`config.mk`:
```
export PLATFORM = sky130hd
export DESIGN_NAME = mcu_request_issuer
export DESIGN_NICKNAME = d
export VERILOG_FILES = /design/src/rtl/mcu_request_issuer.sv
export SDC_FILE = /design/constraint.sdc
export NUM_CORES = 1
export LEC_CHECK = 0
export BUFFER_PORTS_ARGS = -buffer_cell sky130_fd_sc_hd__buf_2
export CORE_ASPECT_RATIO = 0.5
export CORE_UTILIZATION = 25
export CTS_BUF_LIST = sky130_fd_sc_hd__clkbuf_8
export DETAILED_ROUTE_END_ITERATION = 6
export HOLD_SLACK_MARGIN = 0.1
export PLACE_DENSITY = 0.56
export SYNTH_ARGS = -nofsm -noshare
export SYNTH_HDL_FRONTEND = slang
export SYNTH_SLANG_ARGS = --single-unit
```
`constraint.sdc`:
```
create_clock -name i_clk -period 12.7 [get_ports i_clk]
set_input_delay 1.905 -clock i_clk [delete_from_list [all_inputs] [get_ports i_clk]]
set_output_delay 1.905 -clock i_clk [all_outputs]
set_load 0.03 [all_outputs]
```
`src/rtl/mcu_request_issuer.sv`:
```
// Core-side MCU request issuer: latches one read/write request, pulses the MCU code for one cycle,
// waits the MCU sequencing time, then returns read bytes with a done pulse. Optional: MCU_REQ_STATS_EN.
module mcu_request_issuer #(
  parameter int unsigned RD_DIFF_WAIT = 5,
  parameter int unsigned RD_SAME_WAIT = 2,
  parameter int unsigned WR_DIFF_WAIT = 4,
  parameter int unsigned WR_SAME_WAIT = 1
) (
  input  logic        i_clk,
  input  logic        i_rst,
  input  logic        i_start,
  input  logic        i_op,
  input  logic        i_diff,
  input  logic [15:0] i_addr1,
  input  logic [15:0] i_addr2,
  input  logic [15:0] i_addr3,
  input  logic [15:0] i_addr4,
  input  logic [7:0]  i_wdata1,
  input  logic [7:0]  i_wdata2,
  input  logic [7:0]  i_wdata3,
  input  logic [7:0]  i_wdata4,
  output logic        o_busy,
  output logic        o_done,
  output logic [7:0]  o_rdata1,
  output logic [7:0]  o_rdata2,
  output logic [7:0]  o_rdata3,
  output logic [7:0]  o_rdata4,
  output logic [1:0]  o_read,
  output logic [1:0]  o_write,
  output logic [15:0] o_ar1,
  output logic [15:0] o_ar2,
  output logic [15:0] o_ar3,
  output logic [15:0] o_ar4,
  output logic [7:0]  o_dr1,
  output logic [7:0]  o_dr2,
  output logic [7:0]  o_dr3,
  output logic [7:0]  o_dr4,
  input  logic [7:0]  i_mdr1,
  input  logic [7:0]  i_mdr2,
  input  logic [7:0]  i_mdr3,
  input  logic [7:0]  i_mdr4,
`ifdef MCU_REQ_STATS_EN
  output logic [15:0] o_rd_count,
  output logic [15:0] o_wr_count,
`endif
  output logic [1:0]  o_dbg_state
);

  if (RD_DIFF_WAIT < 1 || RD_DIFF_WAIT > 15 || RD_SAME_WAIT < 1 || RD_SAME_WAIT > 15 ||
      WR_DIFF_WAIT < 1 || WR_DIFF_WAIT > 15 || WR_SAME_WAIT < 1 || WR_SAME_WAIT > 15) begin : g_bad_wait
    $error("mcu_request_issuer: wait parameters must lie in 1..15");
  end

  typedef enum logic [1:0] {
    S_IDLE  = 2'd0,
    S_ISSUE = 2'd1,
    S_WAIT  = 2'd2,
    S_DONE  = 2'd3
  } state_t;

  state_t      r_state;
  state_t      w_state_nxt;
  logic        r_op;
  logic        r_diff;
  logic [3:0]  r_cnt;
  logic [3:0]  w_wait_val;
  logic        w_wait_last;

  always_comb begin
    w_wait_val = 4'(RD_DIFF_WAIT);
    case ({r_op, r_diff})
      2'b00:   w_wait_val = 4'(RD_SAME_WAIT);
      2'b01:   w_wait_val = 4'(RD_DIFF_WAIT);
      2'b10:   w_wait_val = 4'(WR_SAME_WAIT);
      default: w_wait_val = 4'(WR_DIFF_WAIT);
    endcase
  end

  assign w_wait_last = (r_state == S_WAIT) && (r_cnt == 4'd1);

  always_comb begin
    w_state_nxt = r_state;
    case (r_state)
      S_IDLE:  if (i_start) w_state_nxt = S_ISSUE;
      S_ISSUE: w_state_nxt = S_WAIT;
      S_WAIT:  if (w_wait_last) w_state_nxt = S_DONE;
      default: w_state_nxt = S_IDLE;
    endcase
  end

  // Request codes are decoded from state so an async reset clears them in the same cycle.
  assign o_busy      = (r_state != S_IDLE);
  assign o_done      = (r_state == S_DONE);
  assign o_read      = (r_state == S_ISSUE && !r_op) ? {r_diff, 1'b1} : 2'b00;
  assign o_write     = (r_state == S_ISSUE &&  r_op) ? {r_diff, 1'b1} : 2'b00;
  assign o_dbg_state = r_state;

  always_ff @(posedge i_clk or posedge i_rst) begin
    if (i_rst) begin
      r_state  <= S_IDLE;
      r_op     <= 1'b0;
      r_diff   <= 1'b0;
      r_cnt    <= 4'd0;
      o_ar1    <= 16'd0;
      o_ar2    <= 16'd0;
      o_ar3    <= 16'd0;
      o_ar4    <= 16'd0;
      o_dr1    <= 8'd0;
      o_dr2    <= 8'd0;
      o_dr3    <= 8'd0;
      o_dr4    <= 8'd0;
      o_rdata1 <= 8'd0;
      o_rdata2 <= 8'd0;
      o_rdata3 <= 8'd0;
      o_rdata4 <= 8'd0;
    end else begin
      r_state <= w_state_nxt;
      if (r_state == S_IDLE && i_start) begin
        r_op   <= i_op;
        r_diff <= i_diff;
        o_ar1  <= i_addr1;
        o_ar2  <= i_addr2;
        o_ar3  <= i_addr3;
        o_ar4  <= i_addr4;
        o_dr1  <= i_wdata1;
        o_dr2  <= i_wdata2;
        o_dr3  <= i_wdata3;
        o_dr4  <= i_wdata4;
      end
      if (r_state == S_ISSUE) r_cnt <= w_wait_val;
      else if (r_state == S_WAIT) r_cnt <= r_cnt - 4'd1;
      // Capture on the edge into DONE so read bytes are valid alongside o_done.
      if (w_wait_last && !r_op) begin
        o_rdata1 <= i_mdr1;
        o_rdata2 <= i_mdr2;
        o_rdata3 <= i_mdr3;
        o_rdata4 <= i_mdr4;
      end
    end
  end

`ifdef MCU_REQ_STATS_EN
  always_ff @(posedge i_clk or posedge i_rst) begin
    if (i_rst) begin
      o_rd_count <= 16'd0;
      o_wr_count <= 16'd0;
    end else if (r_state == S_DONE) begin
      if (r_op) o_wr_count <= o_wr_count + 16'd1;
      else      o_rd_count <= o_rd_count + 16'd1;
    end
  end
`endif

endmodule
```
==> impl_results.md, run 1 <==
- Routability cong.: 0.7230
- WL/cell: 14.24 um
- Filler cells: 2063
- Fin Hold WS: 500.8 ps
- Pre-Repair DR Iteration Count: 4
- Hold crit path type: flop to flop
- Root Buffer: clkbuf_8
- RSZ-0062 raised after global routing: no
- Vias in the first global route: 3934
- Max-cap violation count: 0
- Drt first-iter violations: 128
- Endpoint arrival time on the critical path: 1800 ps
- Register area share after synthesis: 63.91%
- Post-Route WL: 12.66 mm
- Routed Antenna Nets: 0
- Global-route wire length before repair: 20.19 mm
- Syn-to-layout area delta: 38.58%
- Layout cells sized above 1: 70.78%
- Num ports: 269
- Pint: 1.269 mW
- Critical path required time: 10800 ps
- Measured slew at the worst slew-check pin: 917.1 ps
- Core area: 20690 sq um
- Min cycle time layout: 3710 ps
- Avg Inst Size Synth: 16.14 sq um
- Met3 Track Usage GR: 3.427%
- Most common library cell in the layout ignoring fill and taps: buf_2
- Port Buffer Count: 268
- RR Startpoint: o_dbg_state[0]
- Final Cycle Share: 29.21%
- # H-tree levels: 4
- Mapped Nets: 473
- Hold Crit Start: o_rdata2[3]
- Critical Path Start: o_dbg_state[1]
- Met2 GRT Util: 21.86%
- Most used routing layer: met2
- Initial core utilization: 25.73%
- Cts repair resizes: 0
- Initial antenna violation count: 0
- Comb pwr share: 48.2%
- Clk slew on worst S/H paths: 80 ps
- Max Freq: 269.6 MHz
- Synth Register Bits: 136
- Status: finished, final reports clean
- Switching share of power: 43.56%
- Most frequent cells in the layout: buf_2 (268), dfrtp_1 (136), mux2_2 (130), clkbuf_8 (18), ha_1 (10)
- Synth warn: 0
- Clock Sinks: 136
- Crit Path Class: flop to output port
- Cell Pwr Density: 304.7 nW/um^2
- Die Footprint: 21920 sq um
- Grt met1 use: 13.08%
- # rows: 37
- Setup violations, final: 0
- CTS Buffer Depth: 2
- Max stage delay cell, worst path: dfrtp_1
- Routed via count: 3617
- Cts-stage hold buffer count: 0
- Cts bufs inserted: 17
- Max rail drop VDD: 0.09985 mV
- Final #Nets: 747
- Via/cell ratio: 4.069
- Slew headroom: 38.72%
- Setup bufs post-CTS: 0
- TritonCTS clock tree: built
- GRT overflow: 0
- Synthesized area: 5325 sq um
- Post-route DRC violation count: 0
- Crit start category: flop
- Synth cell types: 28
- Width of the die: 208.4 um
- Flop pwr share: 34.0%
- Gr usage total: 12.06%
- Clk Latency, worst-skew pair: 450 ps
- Die H: 105.2 um
- Critical Path Max Stage Delay: 460 ps
- Post-Synthesis Cells: 330
- CP max FO: 12
- Net load switching power: 979.5 uW
- Clock share of power: 17.8%
- CP Capture Type: output port
- Count of final hold-check violations: 0
- Largest net degree at the start of global routing: 78
- Final Max Tran Viols: 0
- Diode count: 0
- Setup TNS: 0 ps
- LEAKAGE: 3.627 nW
- DP HPWL: 9.333 mm
- Crit-path cells: inv_1 -> ha_1 -> and3_1 -> buf_2
- Skew final: 10.19 ps
[power by group through the flow]
stage                     clock network [mW]  logic (mW)  registers [mW]
final                                  0.400        1.08           0.764
after global routing                   0.436        1.14           0.796
after CTS                              0.418        1.10           0.766
after detailed placement                   0        1.10           0.773
after global placement                     0        1.09           0.767
after floorplan                            0       0.344            1.20
[synth_stat cells]
library cell | count | area (sq um)
or3b_1 | 1 | 8.760
mux2i_1 | 1 | 10.01
mux2_4 | 1 | 15.01
nor3_1 | 3 | 15.01
nor3b_1 | 1 | 7.510
buf_4 | 1 | 7.510
clkbuf_1 | 2 | 7.510
ha_1 | 10 | 125.1
a22o_2 | 1 | 10.01
o21ai_0 | 3 | 15.01
nand4bb_1 | 1 | 11.26
a21o_1 | 1 | 7.510
o31ai_1 | 1 | 7.510
buf_6 | 3 | 33.78
dfrtp_1 | 136 | 3403
nor2_1 | 2 | 7.510
nor2b_1 | 3 | 18.77
mux2_2 | 130 | 1464
and3_1 | 2 | 12.51
inv_1 | 10 | 37.54
nor2_4 | 1 | 11.26
o22ai_1 | 1 | 6.260
nand2_2 | 1 | 6.260
a31oi_1 | 1 | 6.260
buf_2 | 9 | 45.04
a21oi_1 | 2 | 10.01
a211o_1 | 1 | 8.760
and2_1 | 1 | 6.260
[worst max-delay path: cells and delay by family (launching register included)]
family,cells,cell delay (ps)
DFF,1,460
adders and majority gates,1,370
buffers and inverters,2,310
and+or+nand+nor,1,210
[per-stage QoR]
stage	setup WS, ps	total power [mW]	instances	util [%]	instance area (sq um)
finish	8990	2.249	889	35.66	7380
global route	8812	2.377	889	35.66	7380
CTS	8933	2.283	889	35.66	7380
detailed placement	8930	1.872	858	33.53	6939
global placement	8958	1.852	858	33.53	6939
floorplan	7156	1.544	330	-	5325
[per-layer routing]
| metal | part of all wire (%) | routed length, um | vias to the layer above |
|---|---|---|---|
| met4 | 2.1 | 271 | 0 |
| met1 | 40 | 5021 | 1831 |
| met2 | 55 | 6919 | 73 |
| met3 | 3.6 | 450 | 17 |
| li1 | - | - | 1696 |
| met5 | 0 | 0 | - |
[final timing paths]
kind	slack, ps	cells after the start	end
min in group asynchronous	1570	2	o_dr1[3]
worst max register to register	10180	5	o_ar2[0]
worst min register to register	500	1	o_rdata2[3]
worst min-delay path	500	1	o_rdata2[3]
max in group asynchronous	9860	3	o_ar2[3]
worst max-delay path	8990	4	o_read[1]
[flip-flops by register name (all words and copies together) (netlist names), 8 cells and up]
signal    flops
o_rdata2      8
o_ar2        16
o_dr4         8
o_ar1        16
o_rdata4      8
o_dr3         8
o_rdata1      8
o_ar4        16
o_dr2         8
o_rdata3      8
o_dr1         8
o_ar3        16
[cell families (layout without fill, tap and decap cells)]
logic type / after synthesis / count (layout) / share of synthesized area [%]
and+or+nand+nor: 16 / 16 / 1.974
buffers and inverters: 25 / 311 / 2.467
AOI/OAI and AO/OA: 11 / 11 / 1.340
DFF: 136 / 136 / 63.91
muxes: 132 / 132 / 27.96
adders and majority gates: 10 / 10 / 2.350
[layout make-up]
type	count	area, sq um	share of cell area, %
Clock buffer	18	247.7	3.357
Inverter	10	42.54	0.5765
Sequential cell	136	3403	46.12
Timing Repair Buffer	270	1356	18.38
Clock inverter	13	192.7	2.611
Tap cell	273	341.6	4.629
Multi-Input combinational cell	169	1795	24.33
(Power assumes the default switching activity.)
==> run 2: changes to the inputs <==
--- a/config.mk
+++ b/config.mk
@@ -11,7 +11,7 @@
 export CTS_BUF_LIST = sky130_fd_sc_hd__clkbuf_8
 export DETAILED_ROUTE_END_ITERATION = 6
 export HOLD_SLACK_MARGIN = 0.1
-export PLACE_DENSITY = 0.56
+export PLACE_DENSITY = 0.58
 export SYNTH_ARGS = -nofsm -noshare
 export SYNTH_HDL_FRONTEND = slang
 export SYNTH_SLANG_ARGS = --single-unit
==> constraint.sdc (replaced) <==
create_clock -name i_clk -period 3 [get_ports i_clk]
set_input_delay 0.45 -clock i_clk [delete_from_list [all_inputs] [get_ports i_clk]]
set_output_delay 0.45 -clock i_clk [all_outputs]
set_load 0.03 [all_outputs]
==> impl_results.md, run 2 (synthesis gave the netlist of run 1 again) <==
- RR Startpoint: o_dbg_state[0]
- Flop pwr share: 34.3% (+0.3 points)
- Final Cycle Share: 75.57%
- Setup TNS: 0 ps (unchanged)
- Net load switching power: 4.127 mW (+320%)
- Slew headroom: 41.22% (+2.5 points)
- R2r setup slk: 950 ps (-9230 ps)
- Die H: 105.2 um (unchanged)
- DP HPWL: 9.707 mm (+4.0%)
- Initial antenna violation count: 0 (unchanged)
- Vias in the first global route: 3756 (-4.5%)
- Routed via count: 3622 (+0.14%)
- CP Capture Type: output port
- Drt first-iter violations: 171 (+34%)
- Initial core utilization: 25.73% (unchanged)
- Endpoint arrival time on the critical path: 1820 ps (+20 ps)
- Max-cap violation count: 0 (unchanged)
- GRT overflow: 0 (unchanged)
- Finished Layout Cells: 895 (+0.67%)
- Clk Latency, worst-skew pair: 460 ps (about the same)
- Cts bufs inserted: 17 (unchanged)
- Root Buffer: clkbuf_8
- Routability cong.: 0.7437 (+2.9%)
- Post-Route WL: 12.87 mm (+1.6%)
- RSZ-0062 raised after global routing: no
- Width of the die: 208.4 um (unchanged)
- Die Footprint: 21920 sq um (unchanged)
- Clock share of power: 16.8% (-1.0 points)
- Most common library cell in the layout ignoring fill and taps: buf_2
- Post-route cell area: 7430 sq um (+0.68%)
- CP max FO: 12 (unchanged)
- Min cycle time layout: 2267 ps
- Switching share of power: 43.69% (+0.13 points)
- Crit Path Class: flop to output port
- Num ports: 269 (unchanged)
- Final Max Tran Viols: 0 (unchanged)
- Final WS setup: 732.8 ps (-8257 ps)
- Cells after DPL: 863 (+0.58%)
- Setup violations, final: 0 (unchanged)
- Most frequent cells in the layout: buf_2 (268), dfrtp_1 (136), mux2_2 (130), clkbuf_8 (19), inv_1 (11)
- Gr usage total: 12.17% (+0.11 points)
- Port Buffer Count: 268 (unchanged)
- Measured slew at the worst slew-check pin: 879.8 ps (-37.23 ps)
- Crit-path cells: inv_1 -> ha_1 -> and3_1 -> buf_2
- Max rail drop VDD: 0.3202 mV (+220%)
- LEAKAGE: 3.652 nW (+0.68%)
- Critical Path Max Stage Delay: 450 ps (about the same)
- Max Freq: 441.1 MHz
- Setup bufs post-CTS: 0 (unchanged)
- Pre-Repair DR Iteration Count: 4 (unchanged)
- Core area: 20690 sq um (unchanged)
- Status: finished, final reports clean
- Clk slew on worst S/H paths: 80 ps (about the same)
- Cells on worst reg2reg path: 5 (unchanged)
- # H-tree levels: 4 (unchanged)
- Diode count: 0 (unchanged)
- Count of final hold-check violations: 0 (unchanged)
- Filler cells: 2082 (+0.92%)
- Hold crit path type: primary input to asynchronous set/reset pin
- Layout cells sized above 1: 70.74% (about the same)
- TritonCTS clock tree: built
- Skew final: 10.30 ps (+0.1148 ps)
- Final #Nets: 752 (+0.67%)
- Total power: 9.446 mW (+320%)
- R2r endpoint: o_ar2[7]
- CTS Buffer Depth: 2 (unchanged)
- Crit start category: flop
- Cts-stage hold buffer count: 0 (unchanged)
- Comb pwr share: 48.8% (+0.6 points)
- Critical Path Start: o_dbg_state[1]
- Clock Sinks: 136 (unchanged)
- Placed instance area: 7013 sq um (+1.1%)
- Critical path required time: 2550 ps (-8250 ps)
- Via/cell ratio: 4.047 (-0.53%)
- Max stage delay cell, worst path: dfrtp_1
- Syn-to-layout area delta: 39.52%
- Pint: 5.319 mW (+320%)
- Cell Pwr Density: 1271 nW/um^2 (+320%)
- Place WS: 962.8 ps (-7968 ps)
- Global-route wire length before repair: 19.94 mm (-1.2%)
- Cts repair resizes: 0 (unchanged)
- # rows: 37 (unchanged)
- Largest net degree at the start of global routing: 50 (-36%)
- Post-route DRC violation count: 0 (unchanged)
- Routed Antenna Nets: 0 (unchanged)
- WL/cell: 14.38 um (+0.92%)
-- run 2: power groups by stage --
stage	registers [mW]	logic (mW)	clock network, mW
after floorplan	5.08	1.46	0
after detailed placement	3.29	4.67	0
after CTS	3.26	4.68	1.67
after global routing	3.38	4.87	1.73
final	3.24	4.61	1.59
after global placement	3.24	4.63	0
-- run 2: critical path, delay by kind of cell (launching register included) --
kind | cells | cell delay, ps
fa+ha+maj | 1 | 380
buf+inv | 2 | 310
flops | 1 | 450
simple gates | 1 | 210
-- run 2: worst max path at each step --
stage / endpoint / slack [ps] / cells after the start
CTS: o_read[1] / 660 / 4
global route: o_read[1] / 510 / 4
floorplan: o_ar1[0] / 860 / 1
detailed placement: o_ar2[4] / 960 / 5
finish: o_read[1] / 730 / 4
global placement: o_ar2[4] / 1040 / 5
-- run 2: per-stage QoR --
stage / util [%] / hold WS (ps)
after global routing: 35.90 / 161.3
after floorplan: - / 518.2
after global placement: 33.89 / 484.1
final: 35.90 / 164.0
after CTS: 35.90 / 139.8
after detailed placement: 33.89 / 487.0
-- run 2: layout make-up --
class                           count  area, sq um  area share, %
Sequential cell                   136         3403          45.81
Multi-Input combinational cell    169         1795          24.17
Timing Repair Buffer              275         1431          19.27
Tap cell                          273        341.6          4.598
Clock buffer                       19        261.5          3.520
Clock inverter                     13        155.1          2.088
Inverter                           10        41.29         0.5557
-- run 2: per-layer routing --
layer	global-route usage, %	part of all wire (%)	vias up
met2	22.79	58	62
met1	12.37	37	1834
met5	0	0	-
met4	4.603	1.3	0
li1	-	-	1715
met3	4.388	3.8	11
